==> config.mk <==
export PLATFORM = sky130hd
export DESIGN_NAME = inst_fetch_ctrl_flat
export DESIGN_NICKNAME = d
export VERILOG_FILES = /design/src/rtl/inst_fetch_ctrl_pkg.sv /design/src/rtl/inst_fetch_ctrl_if.sv /design/src/rtl/inst_fetch_ctrl_pc_reg.sv /design/src/rtl/inst_fetch_ctrl.sv /design/src/flat_wrapper.sv
export SDC_FILE = /design/constraint.sdc
export NUM_CORES = 1
export LEC_CHECK = 0
export CAP_MARGIN = 20
export CORE_ASPECT_RATIO = 1.2
export CORE_MARGIN = 2
export CORE_UTILIZATION = 48
export DETAILED_ROUTE_END_ITERATION = 12
export MAX_ROUTING_LAYER = met4
export PLACE_DENSITY = 0.95
export SYNTH_ARGS = -nofsm -noshare
export SYNTH_HDL_FRONTEND = slang
export SYNTH_SLANG_ARGS = --single-unit
==> constraint.sdc <==
create_clock -name clock -period 4.6 [get_ports clock]
set_input_delay 0.92 -clock clock [delete_from_list [all_inputs] [get_ports clock]]
set_output_delay 0.92 -clock clock [all_outputs]
set_load 0.03 [all_outputs]
==> src/rtl/inst_fetch_ctrl_pkg.sv <==
// ---------------------------------------------------------------------------
// inst_fetch_ctrl_pkg
// Shared definitions for the instruction-fetch sequencer:
//   - default address width, reset PC and sequential PC step
//   - fetch FSM state encoding (plain 3-bit constants, legacy-compatible)
//   - instruction-word alignment constant used to clean redirect targets
// No ports (package).
// ---------------------------------------------------------------------------
package inst_fetch_ctrl_pkg;

  localparam int unsigned ADDR_W_DEF   = 32;
  localparam logic [31:0] RESET_PC_DEF = 32'h0000_0000;
  localparam int unsigned PC_STEP_DEF  = 4;

  // Instruction words are 4-byte aligned: this many low PC bits are always 0.
  localparam int unsigned ALIGN_LSB    = 2;

  localparam int unsigned INST_W       = 32;

  typedef logic [2:0] fetch_state_t;

  localparam fetch_state_t ST_IDLE  = 3'd0;
  localparam fetch_state_t ST_REQ   = 3'd1;
  localparam fetch_state_t ST_WAIT  = 3'd2;
  localparam fetch_state_t ST_HOLD  = 3'd3;
  localparam fetch_state_t ST_DRAIN = 3'd4;

endpackage

==> src/rtl/inst_fetch_ctrl_if.sv <==
// ---------------------------------------------------------------------------
// inst_fetch_ctrl_if
// Bundles the two handshakes owned by the fetch sequencer:
//   imem_req_valid/ready/addr  : request channel to instruction memory
//   imem_rsp_valid/data        : single-outstanding read response
//   inst_valid/ready/data/pc   : fetched instruction towards decode
// modport master : the fetch sequencer side
// modport slave  : the environment (memory + decode) side
// ---------------------------------------------------------------------------
interface inst_fetch_ctrl_if
  import inst_fetch_ctrl_pkg::*;
#(
  parameter int unsigned ADDR_W = ADDR_W_DEF
);

  logic                imem_req_valid;
  logic                imem_req_ready;
  logic [ADDR_W-1:0]   imem_req_addr;
  logic                imem_rsp_valid;
  logic [INST_W-1:0]   imem_rsp_data;
  logic                inst_valid;
  logic                inst_ready;
  logic [INST_W-1:0]   inst_data;
  logic [ADDR_W-1:0]   inst_pc;

  modport master (
    output imem_req_valid,
    output imem_req_addr,
    input  imem_req_ready,
    input  imem_rsp_valid,
    input  imem_rsp_data,
    output inst_valid,
    output inst_data,
    output inst_pc,
    input  inst_ready
  );

  modport slave (
    input  imem_req_valid,
    input  imem_req_addr,
    output imem_req_ready,
    output imem_rsp_valid,
    output imem_rsp_data,
    input  inst_valid,
    input  inst_data,
    input  inst_pc,
    output inst_ready
  );

endinterface

==> src/rtl/inst_fetch_ctrl_pc_reg.sv <==
// ---------------------------------------------------------------------------
// fetch_pc_reg
// Program-counter register for the fetch sequencer.
//   clock      : single clock, posedge
//   reset      : synchronous active-high, loads RESET_PC
//   load_i     : load load_pc_i (redirect); has priority over inc_i
//   load_pc_i  : new PC value
//   inc_i      : advance by PC_STEP (wraps modulo 2^ADDR_W)
//   pc_o       : current PC
// ---------------------------------------------------------------------------
module fetch_pc_reg
  import inst_fetch_ctrl_pkg::*;
#(
  parameter int unsigned       ADDR_W   = ADDR_W_DEF,
  parameter logic [ADDR_W-1:0] RESET_PC = ADDR_W'(RESET_PC_DEF),
  parameter int unsigned       PC_STEP  = PC_STEP_DEF
) (
  input  logic              clock,
  input  logic              reset,
  input  logic              load_i,
  input  logic [ADDR_W-1:0] load_pc_i,
  input  logic              inc_i,
  output logic [ADDR_W-1:0] pc_o
);

  logic [ADDR_W-1:0] pc_q;
  logic [ADDR_W-1:0] pc_d;

  always_comb begin
    pc_d = pc_q;
    if (load_i) begin
      pc_d = load_pc_i;
    end else if (inc_i) begin
      pc_d = pc_q + ADDR_W'(PC_STEP);
    end
  end

  always_ff @(posedge clock) begin
    if (reset) begin
      pc_q <= RESET_PC;
    end else begin
      pc_q <= pc_d;
    end
  end

  assign pc_o = pc_q;

endmodule

==> src/rtl/inst_fetch_ctrl.sv <==
// ---------------------------------------------------------------------------
// inst_fetch_ctrl
// Instruction-fetch sequencer: owns the PC, issues one read at a time to
// instruction memory and presents each fetched word to decode until it is
// accepted. A one-cycle redirect pulse from the branch unit re-steers the PC
// and discards whatever is in flight or waiting for decode.
//
// Ports
//   clock           in  single clock, all state on posedge
//   reset           in  synchronous, active-high
//   redirect_valid  in  branch/jump taken this cycle
//   redirect_pc     in  redirect target (low two bits ignored)
//   bus             master modport of inst_fetch_ctrl_if:
//                   imem_req_*  request to memory (addr = PC)
//                   imem_rsp_*  read response (one per accepted request)
//                   inst_*      instruction word + its PC towards decode
//
// Zero-wait memory timing: request accepted in cycle N, response in N+1,
// inst_valid in N+2; back-to-back one instruction every three cycles.
// ---------------------------------------------------------------------------
module inst_fetch_ctrl
  import inst_fetch_ctrl_pkg::*;
#(
  parameter int unsigned       ADDR_W   = ADDR_W_DEF,
  parameter logic [ADDR_W-1:0] RESET_PC = ADDR_W'(RESET_PC_DEF),
  parameter int unsigned       PC_STEP  = PC_STEP_DEF
) (
  input  logic                clock,
  input  logic                reset,
  input  logic                redirect_valid,
  input  logic [ADDR_W-1:0]   redirect_pc,
  inst_fetch_ctrl_if.master   bus
);

  // Clears the sub-word bits of a redirect target.
  localparam logic [ADDR_W-1:0] ALIGN_MASK =
    ~(ADDR_W'((1 << ALIGN_LSB) - 1));

  fetch_state_t        state_q;
  fetch_state_t        state_d;
  logic [INST_W-1:0]   inst_data_q;
  logic [INST_W-1:0]   inst_data_d;
  logic [ADDR_W-1:0]   inst_pc_q;
  logic [ADDR_W-1:0]   inst_pc_d;

  logic                pc_load;
  logic                pc_inc;
  logic [ADDR_W-1:0]   pc;
  logic [ADDR_W-1:0]   redirect_pc_aligned;

  assign redirect_pc_aligned = redirect_pc & ALIGN_MASK;

  fetch_pc_reg #(
    .ADDR_W   (ADDR_W),
    .RESET_PC (RESET_PC),
    .PC_STEP  (PC_STEP)
  ) u_pc_reg (
    .clock     (clock),
    .reset     (reset),
    .load_i    (pc_load),
    .load_pc_i (redirect_pc_aligned),
    .inc_i     (pc_inc),
    .pc_o      (pc)
  );

  always_comb begin
    state_d     = state_q;
    inst_data_d = inst_data_q;
    inst_pc_d   = inst_pc_q;
    pc_load     = 1'b0;
    pc_inc      = 1'b0;

    case (state_q)
      ST_IDLE: begin
        state_d = ST_REQ;
      end

      ST_REQ: begin
        if (redirect_valid) begin
          pc_load = 1'b1;
          // If the old request is accepted in the same cycle its response
          // is still coming and must be thrown away.
          state_d = bus.imem_req_ready ? ST_DRAIN : ST_REQ;
        end else if (bus.imem_req_ready) begin
          state_d = ST_WAIT;
        end
      end

      ST_WAIT: begin
        if (redirect_valid) begin
          pc_load = 1'b1;
          // A response arriving together with the redirect is the one being
          // dropped; nothing is left outstanding, so refetch straight away
          // instead of draining a response that will never come.
          state_d = bus.imem_rsp_valid ? ST_REQ : ST_DRAIN;
        end else if (bus.imem_rsp_valid) begin
          inst_data_d = bus.imem_rsp_data;
          inst_pc_d   = pc;
          state_d     = ST_HOLD;
        end
      end

      ST_HOLD: begin
        if (redirect_valid) begin
          // Redirect wins over a same-cycle accept: the held word is stale.
          pc_load = 1'b1;
          state_d = ST_REQ;
        end else if (bus.inst_ready) begin
          pc_inc  = 1'b1;
          state_d = ST_REQ;
        end
      end

      ST_DRAIN: begin
        if (redirect_valid) begin
          pc_load = 1'b1;
        end
        if (bus.imem_rsp_valid) begin
          state_d = ST_REQ;
        end
      end

      default: begin
        state_d = ST_IDLE;
      end
    endcase
  end

  always_ff @(posedge clock) begin
    if (reset) begin
      state_q     <= ST_IDLE;
      inst_data_q <= '0;
      inst_pc_q   <= '0;
    end else begin
      state_q     <= state_d;
      inst_data_q <= inst_data_d;
      inst_pc_q   <= inst_pc_d;
    end
  end

  assign bus.imem_req_valid = (state_q == ST_REQ);
  // PC register holds RESET_PC in IDLE; keep the address bus quiet there.
  assign bus.imem_req_addr  = (state_q == ST_IDLE) ? '0 : pc;
  assign bus.inst_valid     = (state_q == ST_HOLD);
  assign bus.inst_data      = inst_data_q;
  assign bus.inst_pc        = inst_pc_q;

endmodule

==> src/flat_wrapper.sv <==
// flat-port wrapper written by rule: the top's interface ports become plain ports
module inst_fetch_ctrl_flat import inst_fetch_ctrl_pkg::*;
#(
  parameter int unsigned       ADDR_W   = ADDR_W_DEF,
  parameter logic [ADDR_W-1:0] RESET_PC = ADDR_W'(RESET_PC_DEF),
  parameter int unsigned       PC_STEP  = PC_STEP_DEF
)
  (clock, reset, redirect_valid, redirect_pc, bus_imem_req_valid, bus_imem_req_addr, bus_imem_req_ready, bus_imem_rsp_valid, bus_imem_rsp_data, bus_inst_valid, bus_inst_data, bus_inst_pc, bus_inst_ready);
  inst_fetch_ctrl_if #(.ADDR_W(ADDR_W)) bus_i ();
  input  logic clock;
  input  logic reset;
  input  logic redirect_valid;
  input  logic [ADDR_W-1:0] redirect_pc;
  output wire logic [$bits(bus_i.imem_req_valid)-1:0] bus_imem_req_valid;
  output wire logic [$bits(bus_i.imem_req_addr)-1:0] bus_imem_req_addr;
  input wire logic [$bits(bus_i.imem_req_ready)-1:0] bus_imem_req_ready;
  input wire logic [$bits(bus_i.imem_rsp_valid)-1:0] bus_imem_rsp_valid;
  input wire logic [$bits(bus_i.imem_rsp_data)-1:0] bus_imem_rsp_data;
  output wire logic [$bits(bus_i.inst_valid)-1:0] bus_inst_valid;
  output wire logic [$bits(bus_i.inst_data)-1:0] bus_inst_data;
  output wire logic [$bits(bus_i.inst_pc)-1:0] bus_inst_pc;
  input wire logic [$bits(bus_i.inst_ready)-1:0] bus_inst_ready;
  assign bus_imem_req_valid = bus_i.imem_req_valid;
  assign bus_imem_req_addr = bus_i.imem_req_addr;
  assign bus_i.imem_req_ready = bus_imem_req_ready;
  assign bus_i.imem_rsp_valid = bus_imem_rsp_valid;
  assign bus_i.imem_rsp_data = bus_imem_rsp_data;
  assign bus_inst_valid = bus_i.inst_valid;
  assign bus_inst_data = bus_i.inst_data;
  assign bus_inst_pc = bus_i.inst_pc;
  assign bus_i.inst_ready = bus_inst_ready;
  inst_fetch_ctrl #(.ADDR_W(ADDR_W), .RESET_PC(RESET_PC), .PC_STEP(PC_STEP)) u_core (.clock(clock), .reset(reset), .redirect_valid(redirect_valid), .redirect_pc(redirect_pc), .bus(bus_i));
endmodule
==> flow_summary.toml, run 1 <==
[grt]
grt_pass1_wl_um = 19700
grt_max_degree = 99
grt_usage = 0.249
grt_overflow_total = 0
first_global_vias = 4288
antenna_found_initial = 0

[floorplanning]
dieArea_um2 = 9910
rows = 38
initial_core_util = 0.490
pin_count = 168
die_h_um = 109
die_w_um = 91.2
coreArea_um2 = 8940

[worst_setup_path]
crit_chain = "nor3_2 > buf_4 > nor2b_1 > clkdlybuf4s50_1"
required_ns = 3.68
cp-end-kind = "primary output"
cpMaxStageDelayCell = "clkdlybuf4s50_1"
worst-r2r-setup-slack_ns = 2.09
rr_endpoint = "u_core.u_pc_reg.pc_o[15]$_SDFFE_PP0P_"
r2r_cells = 7
arrival_ns = 2.12
cp_num_buf_inv = 2
critPathLaunchType = "flop"
critPathMaxFanout = 32
r2r_start = "u_core.state_q[2]$_SDFFE_PP0P_"
criticalPathCategory = "reg -> out"
critPathMaxStageDelay_ns = 0.69
crit_family = "buffers and inverters"

[logic_synthesis]
synth_area_leaders = "dfxtp_1 43%, nand2_1 12%, a21oi_1 8.2%, nor2b_1 4.1%, a211oi_1 3.1%"
postSynthAreaPerCell_um2 = 7.87
synth_edf_count = 0
synth_top_area_frac = 0.434
synth_area_um2 = 4380
async_flop_share = 0
seq_area_frac_synth = 0.434
yosysWarnings = 0
synth_cell_types = 53
syn_inst = 557
yosys_register_bits = 95
yosysTopAreaCell = "dfxtp_1"
ys.flop_type = "dfxtp_1"

[cts]
ctsRootBufferMaster = "clkbuf_8"
postCtsHoldBufs = 0
clkTransAtPathRegs_ns = 0.09
cts_made_buffers = 9
ctsResizeCount = 0
clockBufferDepth = 2
cts_post_setup_buffers_inserted = 0
clk_latency_ns = 0.36
ctsHtreeMaxLevel = 3
cts_sinks = 95
cts_tree = "yes"

[cells_and_area]
multiInputGateArea_um2 = 2260
final_core_util = 0.694
layout.area.seq_um2 = 1900
nNetsFinal = 762
layout-drive-gt1-share = 0.0589
synthToLayoutAreaGrowth_pct = 41.5
final_cell_mix = "160 x clkdlybuf4s50_1, 140 x nand2_1, 95 x dfxtp_1"
antenna_cells = 0
final_common_cell = "clkdlybuf4s50_1"
post-route-cell-area_um2 = 6200
n_fill_cell = 734

[power]
power_frac_clock = 0.316
seq_power_share = 0.533
ir_worst_vdd_mv = 0.157
p_per_area_nw_per_um2 = 270
power.leakage_nw = 2.07
pwr-share-comb = 0.151
intPower_mw = 1.22
switching_share = 0.273
p_switching_mw = 0.458

[timing]
final-setup-viol-count = 0
rsz0062_at_grt = "no"
slew_headroom = 0.336
finalCritPeriodShare = 0.661
setup_tns_ns = 0
hold_ws_ns = 0.456
maxSlewViolCount = 0
finalCriticalPeriod_ns = 3.04
worst_pin_slew_ns = 0.996
finalClockSkew_ns = 0.00716
max_freq_mhz = 329
hold_viol = 0
layout_setup_ws_ns = 1.56

[routing]
drc = 0
drt_iter0_drc = 248
num_vias = 4339
dr.pass1.iters = 5
wirelength_um = 12200
final_antenna_net_count = 0
via_per_inst = 5.32
wire_per_inst_um = 15.0

[placed_design]
place_area_um2 = 5990
place_congestion = 0.817
place_ws_ns = 1.32
port-buffer-count = 161
dpl.hpwl_um = 8580

[job]
cap_violations = 0

[hold_path]
hold_class = "reg -> reg"
whs_path_depth = 2
hold_path_end = "u_core.bus.inst_data[1]$_SDFFE_PP0P_"
hold_start = "u_core.bus.inst_data[1]$_SDFFE_PP0P_"

[outcome]
status = "completed"
## worst min-delay path, delay by kind of cell, from the launching register on
kind	cells	cell delay [ns]
AOI/OAI and AO/OA	1	0.05
and+or+nand+nor	1	0.05
DFF	1	0.31
## how the worst max path moves through the flow
stage | slack [ns] | to | depth (start not counted) | startpoint
finish | 1.56 | bus_imem_req_addr[27] | 4 | u_core.state_q[2]$_SDFFE_PP0P_
global route | 1.42 | bus_imem_req_addr[2] | 4 | u_core.state_q[2]$_SDFFE_PP0P_
CTS | 1.55 | bus_imem_req_addr[27] | 4 | u_core.state_q[2]$_SDFFE_PP0P_
detailed placement | 1.32 | u_core.bus.inst_pc[10]$_SDFFE_PP0P_ | 4 | redirect_valid
global placement | 1.41 | u_core.bus.inst_pc[11]$_SDFFE_PP0P_ | 4 | redirect_valid
floorplan | 2.32 | u_core.u_pc_reg.pc_o[27]$_SDFFE_PP0P_ | 6 | redirect_valid
## synthesized netlist by cell type, types with 3 or more instances
library cell	number
nand3_1	8
a21oi_1	72
o21ai_0	7
inv_1	6
nor2b_1	29
dfxtp_1	95
buf_2	13
and2_1	3
and3_1	7
a211oi_1	18
a31oi_1	3
xor2_1	13
nand4_1	17
clkbuf_1	28
a22oi_1	3
and4_1	5
nor2_1	31
buf_4	5
xnor2_1	6
nor4_1	3
nand2_1	140
nor3_1	7
## flip-flops by register name, summed over array words and instances (netlist names)
| signal | cells |
|---|---|
| u_core.bus.inst_data | 32 |
| u_core.bus.inst_pc | 30 |
| u_core.u_pc_reg.pc_o | 30 |
| u_core.state_q | 3 |
## layer usage
layer | up-vias | part of all wire | track usage | wire, µm
met5 | - | 0 | - | 0
met1 | 2014 | 0.41 | 0.278 | 5020
met2 | 150 | 0.51 | 0.443 | 6240
met4 | 0 | 0.022 | 0.0963 | 263
met3 | 21 | 0.056 | 0.0442 | 683
li1 | 2154 | - | - | -
## final cells by class
type                            count  share of cell area
Clock buffer                       13              0.0272
Sequential cell                    95               0.307
Inverter                            6             0.00363
Timing Repair Buffer              167               0.269
Tap cell                          120              0.0242
Clock inverter                      3             0.00404
Multi-Input combinational cell    412               0.365
## through the flow
step                      std cells  power (mW)
after floorplan                 560        1.04
after global placement          799        1.15
after detailed placement        799        1.16
after CTS                       815        1.69
after global routing            816        1.74
final                           816        1.68
## power groups by stage
stage	registers [mW]	clock network, mW	logic [mW]
after floorplan	0.894	0	0.150
after global placement	0.909	0	0.246
after detailed placement	0.911	0	0.252
after CTS	0.892	0.546	0.254
after global routing	0.898	0.573	0.274
final	0.893	0.530	0.253
## cell families (layout without fill, tap and decap cells)
kind of cell / after synthesis / count (layout) / synth area share
adder cells (fa/ha/maj): 1 / 1 / 0.00286
flip-flops: 95 / 95 / 0.434
other: 1 / 4 / 0.000856
AO/OA/AOI/OAI: 112 / 112 / 0.148
multiplexers: 2 / 2 / 0.00514
XOR/XNOR: 19 / 19 / 0.0380
buffers and inverters: 53 / 189 / 0.0551
AND/OR/NAND/NOR: 274 / 274 / 0.316
Note: power is estimated with default switching activity, not from simulation.
==> run 2: changes to the inputs <==
--- a/config.mk
+++ b/config.mk
@@ -8,10 +8,10 @@
 export CAP_MARGIN = 20
 export CORE_ASPECT_RATIO = 1.2
 export CORE_MARGIN = 2
-export CORE_UTILIZATION = 48
+export CORE_UTILIZATION = 44
 export DETAILED_ROUTE_END_ITERATION = 12
 export MAX_ROUTING_LAYER = met4
-export PLACE_DENSITY = 0.95
+export PLACE_DENSITY = 0.9
 export SYNTH_ARGS = -nofsm -noshare
 export SYNTH_HDL_FRONTEND = slang
 export SYNTH_SLANG_ARGS = --single-unit
==> constraint.sdc (replaced) <==
create_clock -name clock -period 2.9 [get_ports clock]
set_input_delay 0.58 -clock clock [delete_from_list [all_inputs] [get_ports clock]]
set_output_delay 0.58 -clock clock [all_outputs]
set_load 0.03 [all_outputs]
==> flow_summary.toml, run 2 (synthesis results as in run 1) <==
[timing]
finalCritPeriodShare = 0.932
maxSlewViolCount = 0
setup_tns_ns = 0
finalCriticalPeriod_ns = 2.70
layout_setup_ws_ns = 0.197
final-setup-viol-count = 0
rsz0062_at_grt = "no"
worst_pin_slew_ns = 0.804
max_freq_mhz = 370
finalClockSkew_ns = 0.00607
hold_viol = 0
slew_headroom = 0.464

[worst_setup_path]
r2r_start = "u_core.u_pc_reg.pc_o[3]$_SDFFE_PP0P_"
critPathMaxFanout = 27
critPathLaunchType = "flop"
arrival_ns = 2.12
cp-end-kind = "primary output"
required_ns = 2.32
r2r_cells = 6
criticalPathCategory = "reg -> out"
rr_endpoint = "u_core.u_pc_reg.pc_o[28]$_SDFFE_PP0P_"
worst-r2r-setup-slack_ns = 0.59

[outcome]
status = "completed"

[routing]
wirelength_um = 12900
num_vias = 4461
wire_per_inst_um = 15.7
final_antenna_net_count = 0
dr.pass1.iters = 5
drt_iter0_drc = 260
drc = 0
via_per_inst = 5.41

[floorplanning]
die_h_um = 113
dieArea_um2 = 10800
rows = 39
initial_core_util = 0.456
die_w_um = 95.1
pin_count = 168
coreArea_um2 = 9610

[grt]
first_global_vias = 4122
grt_max_degree = 82
grt_overflow_total = 0
grt_pass1_wl_um = 19900
grt_usage = 0.241
antenna_found_initial = 0

[cts]
cts_sinks = 95
postCtsHoldBufs = 0
ctsRootBufferMaster = "clkbuf_16"
cts_post_setup_buffers_inserted = 0
ctsResizeCount = 0
ctsHtreeMaxLevel = 3
clkTransAtPathRegs_ns = 0.06
cts_made_buffers = 9
clockBufferDepth = 2
cts_tree = "yes"
clk_latency_ns = 0.34

[cells_and_area]
nNetsFinal = 768
antenna_cells = 0
synthToLayoutAreaGrowth_pct = 44.5
final_cell_mix = "160 x clkdlybuf4s50_1, 140 x nand2_1, 95 x dfxtp_1"
final_common_cell = "clkdlybuf4s50_1"
post-route-cell-area_um2 = 6330
n_fill_cell = 765
layout-drive-gt1-share = 0.0628
final_cell_count_no_fill = 824
largest_reg_flops = 32
final_core_util = 0.659

[power]
power.leakage_nw = 2.14
p_per_area_nw_per_um2 = 466
ir_worst_vdd_mv = 0.240

[hold_path]
hold_start = "u_core.bus.inst_data[4]$_SDFFE_PP0P_"
hold_class = "reg -> reg"
whs_path_depth = 2
hold_path_end = "u_core.bus.inst_data[4]$_SDFFE_PP0P_"

[placed_design]
port-buffer-count = 161
dp.cells = 809
place_area_um2 = 6050
place_congestion = 0.946
place_ws_ns = 0.337
dpl.hpwl_um = 9400

[job]
cap_violations = 0
## run 2: cell types whose count changed in the layout (fill, tap and decap cells not counted), sizes merged
cell      change
buf           +6
clkbuf        +2
clkinv        -1
clkinvlp      -1
inv           -1
## run 2: power by group
part           total (mW)  internal [mW]  leakage (nW)  switching, mW
Sequential           1.42           1.35         0.770         0.0740
Combinational       0.419          0.207          1.23          0.212
Clock                1.11          0.648         0.136          0.464
## run 2: worst max path at each step
| stage | start | end | cells after the start |
|---|---|---|---|
| after floorplan | redirect_valid | u_core.u_pc_reg.pc_o[27]$_SDFFE_PP0P_ | 6 |
| after global placement | redirect_valid | u_core.bus.inst_pc[6]$_SDFFE_PP0P_ | 6 |
| after detailed placement | bus_inst_ready | u_core.u_pc_reg.pc_o[27]$_SDFFE_PP0P_ | 6 |
| after CTS | u_core.state_q[2]$_SDFFE_PP0P_ | bus_imem_req_addr[16] | 4 |
| after global routing | u_core.state_q[2]$_SDFFE_PP0P_ | bus_imem_req_addr[5] | 4 |
| final | u_core.state_q[2]$_SDFFE_PP0P_ | bus_imem_req_addr[27] | 4 |
## run 2: area by class of cell
type | instances | area (µm²) | area share
Tap cell | 123 | 154 | 0.0243
Clock buffer | 15 | 278 | 0.0439
Sequential cell | 95 | 1900 | 0.300
Inverter | 6 | 22.5 | 0.00356
Multi-Input combinational cell | 412 | 2260 | 0.358
Timing Repair Buffer | 173 | 1710 | 0.270
## run 2: routing by layer
| layer | global-route usage | wire [µm] | vias up |
|---|---|---|---|
| met4 | 0.119 | 517 | 0 |
| li1 | - | - | 2175 |
| met5 | - | 0 | - |
| met1 | 0.269 | 4950 | 2070 |
| met2 | 0.408 | 6600 | 180 |
| met3 | 0.0439 | 873 | 36 |
## run 2: critical path, stage by stage, from the launching register on
cell             delay, ns
dfxtp_1               0.55
nor3_2                0.10
buf_4                 0.24
nor2b_1               0.19
clkdlybuf4s50_1       0.70
## run 2: stage by stage
stage	hold WS [ns]	total power, mW
finish	0.454	2.95
global route	0.472	3.05
CTS	0.454	2.96
detailed placement	0.446	1.86
global placement	0.442	1.85
floorplan	0.459	1.66
==> run 3: changes to the inputs <==
--- a/config.mk
+++ b/config.mk
@@ -7,11 +7,11 @@
 export LEC_CHECK = 0
 export CAP_MARGIN = 20
 export CORE_ASPECT_RATIO = 1.2
-export CORE_MARGIN = 2
 export CORE_UTILIZATION = 44
 export DETAILED_ROUTE_END_ITERATION = 12
 export MAX_ROUTING_LAYER = met4
 export PLACE_DENSITY = 0.9
+export RECOVER_POWER = 100
 export SYNTH_ARGS = -nofsm -noshare
 export SYNTH_HDL_FRONTEND = slang
 export SYNTH_SLANG_ARGS = --single-unit
==> constraint.sdc (replaced) <==
create_clock -name clock -period 2.9 [get_ports clock]
set_input_delay 0.29 -clock clock [delete_from_list [all_inputs] [get_ports clock]]
set_output_delay 0.29 -clock clock [all_outputs]
set_load 0.03 [all_outputs]
==> flow_summary.toml, run 3 (synthesis results as in run 1) <==
[placed_design]
dpl.hpwl_um = 8960
port-buffer-count = 161
place_congestion = 0.911
place_ws_ns = 0.618
place_area_um2 = 6030

[cts]
ctsRootBufferMaster = "clkbuf_16"
clkTransAtPathRegs_ns = 0.06
clk_latency_ns = 0.34
cts_made_buffers = 9
cts_tree = "yes"
ctsResizeCount = 0
cts_sinks = 95
clockBufferDepth = 2
postCtsHoldBufs = 0
cts_post_setup_buffers_inserted = 0
ctsHtreeMaxLevel = 3

[worst_setup_path]
r2r_start = "u_core.state_q[1]$_SDFFE_PP0P_"
required_ns = 2.61
criticalPathCategory = "reg -> out"
cp-end-kind = "primary output"
critPathLaunchType = "flop"
critPathMaxFanout = 12
worst-r2r-setup-slack_ns = 0.40
arrival_ns = 2.27
cpMaxStageDelayCell = "dlygate4sd3_1"
r2r_cells = 5
rr_endpoint = "u_core.u_pc_reg.pc_o[27]$_SDFFE_PP0P_"
crit_chain = "nor3_1 > clkbuf_1 > nor2b_1 > dlygate4sd3_1"
critPathMaxStageDelay_ns = 0.71

[outcome]
status = "completed"

[routing]
num_vias = 4511
drc = 0
final_antenna_net_count = 0
wirelength_um = 12700
wire_per_inst_um = 15.4
dr.pass1.iters = 5
drt_iter0_drc = 284
via_per_inst = 5.48

[cells_and_area]
nNetsFinal = 766
synthToLayoutAreaGrowth_pct = 44.4
layout-drive-gt1-share = 0.0543
antenna_cells = 0
largest_reg_flops = 32
final_cell_mix = "140 x nand2_1, 95 x dfxtp_1, 92 x dlygate4sd3_1"
final_common_cell = "nand2_1"
n_fill_cell = 753
multiInputGateArea_um2 = 2240
layout.area.seq_um2 = 1900
post-route-cell-area_um2 = 6330

[power]
p_per_area_nw_per_um2 = 490
power.leakage_nw = 2.46
ir_worst_vdd_mv = 0.281

[timing]
worst_pin_slew_ns = 0.852
slew_headroom = 0.432
final-setup-viol-count = 0
max_freq_mhz = 391
setup_tns_ns = 0
hold_ws_ns = 0.451
maxSlewViolCount = 0
finalCriticalPeriod_ns = 2.56
hold_viol = 0
rsz0062_at_grt = "no"
layout_setup_ws_ns = 0.345
finalClockSkew_ns = 0.00706
finalCritPeriodShare = 0.881

[hold_path]
hold_start = "u_core.bus.inst_data[21]$_SDFFE_PP0P_"
hold_class = "reg -> reg"
hold_path_end = "u_core.bus.inst_data[21]$_SDFFE_PP0P_"
whs_path_depth = 2

[grt]
first_global_vias = 4258
antenna_found_initial = 0
grt_overflow_total = 0
grt_usage = 0.254
grt_max_degree = 85
grt_pass1_wl_um = 20300

[job]
cap_violations = 0

[floorplanning]
die_w_um = 93.1
die_h_um = 111
initial_core_util = 0.456
dieArea_um2 = 10400
pin_count = 168
coreArea_um2 = 9610
rows = 39
## run 3: changes by cell type in the layout (fill, tap and decap cells not counted), moves of 2 or more
cell and delta:
dlygate4sd3_1 +92, nor3_1 +2, bufinv_16 +2, buf_4 -2, nor3_2 -2, clkdlybuf4s50_1 -92
## run 3: how the worst max path moves through the flow
stage	start	endpoint	slack (ns)	cells past startpoint
floorplan	u_core.u_pc_reg.pc_o[2]$_SDFFE_PP0P_	u_core.u_pc_reg.pc_o[22]$_SDFFE_PP0P_	1.23	6
global placement	bus_imem_rsp_valid	u_core.bus.inst_pc[22]$_SDFFE_PP0P_	0.68	6
detailed placement	bus_imem_rsp_valid	u_core.bus.inst_data[5]$_SDFFE_PP0P_	0.62	6
CTS	u_core.state_q[2]$_SDFFE_PP0P_	bus_imem_req_addr[11]	0.51	4
global route	u_core.state_q[2]$_SDFFE_PP0P_	bus_imem_req_addr[2]	0.22	4
finish	u_core.state_q[2]$_SDFFE_PP0P_	bus_imem_req_addr[2]	0.34	4
## run 3: metal layers
layer	GRT usage	share of wire	routed length [µm]
met1	0.285	0.39	4950
met3	0.0446	0.068	870
met5	-	0	0
met4	0.124	0.038	478
met2	0.432	0.50	6410
## run 3: layout make-up
cell class / count / area share
multi-input combinational: 412 / 0.354
sequential: 95 / 0.301
timing repair buffer: 171 / 0.266
clock buffer: 13 / 0.0411
tap: 123 / 0.0243
clock inverter: 3 / 0.0103
inverter: 6 / 0.00356
## run 3: worst max-delay path: cells and delay by family, from the launching register on
kind	cells	cell delay [ns]
DFF	1	0.41
buffers and inverters	2	1.14
and+or+nand+nor	2	0.38
## run 3: per-stage QoR
| step | total power, mW | instances | util |
|---|---|---|---|
| 3_3_place_gp | 1.85 | 807 | 0.627 |
| 4_1_cts | 3.13 | 823 | 0.661 |
| 5_1_grt | 3.21 | 823 | 0.658 |
| 2_1_floorplan | 1.66 | 560 | - |
| 3_5_place_dp | 1.86 | 807 | 0.627 |
| 6_report | 3.10 | 823 | 0.658 |
## run 3: power breakdown
| group | internal, mW | total [mW] | switching, mW |
|---|---|---|---|
| combinational | 0.194 | 0.409 | 0.215 |
| clock | 0.801 | 1.27 | 0.471 |
| sequential | 1.35 | 1.42 | 0.0705 |
| total | 2.34 | 3.10 | 0.757 |
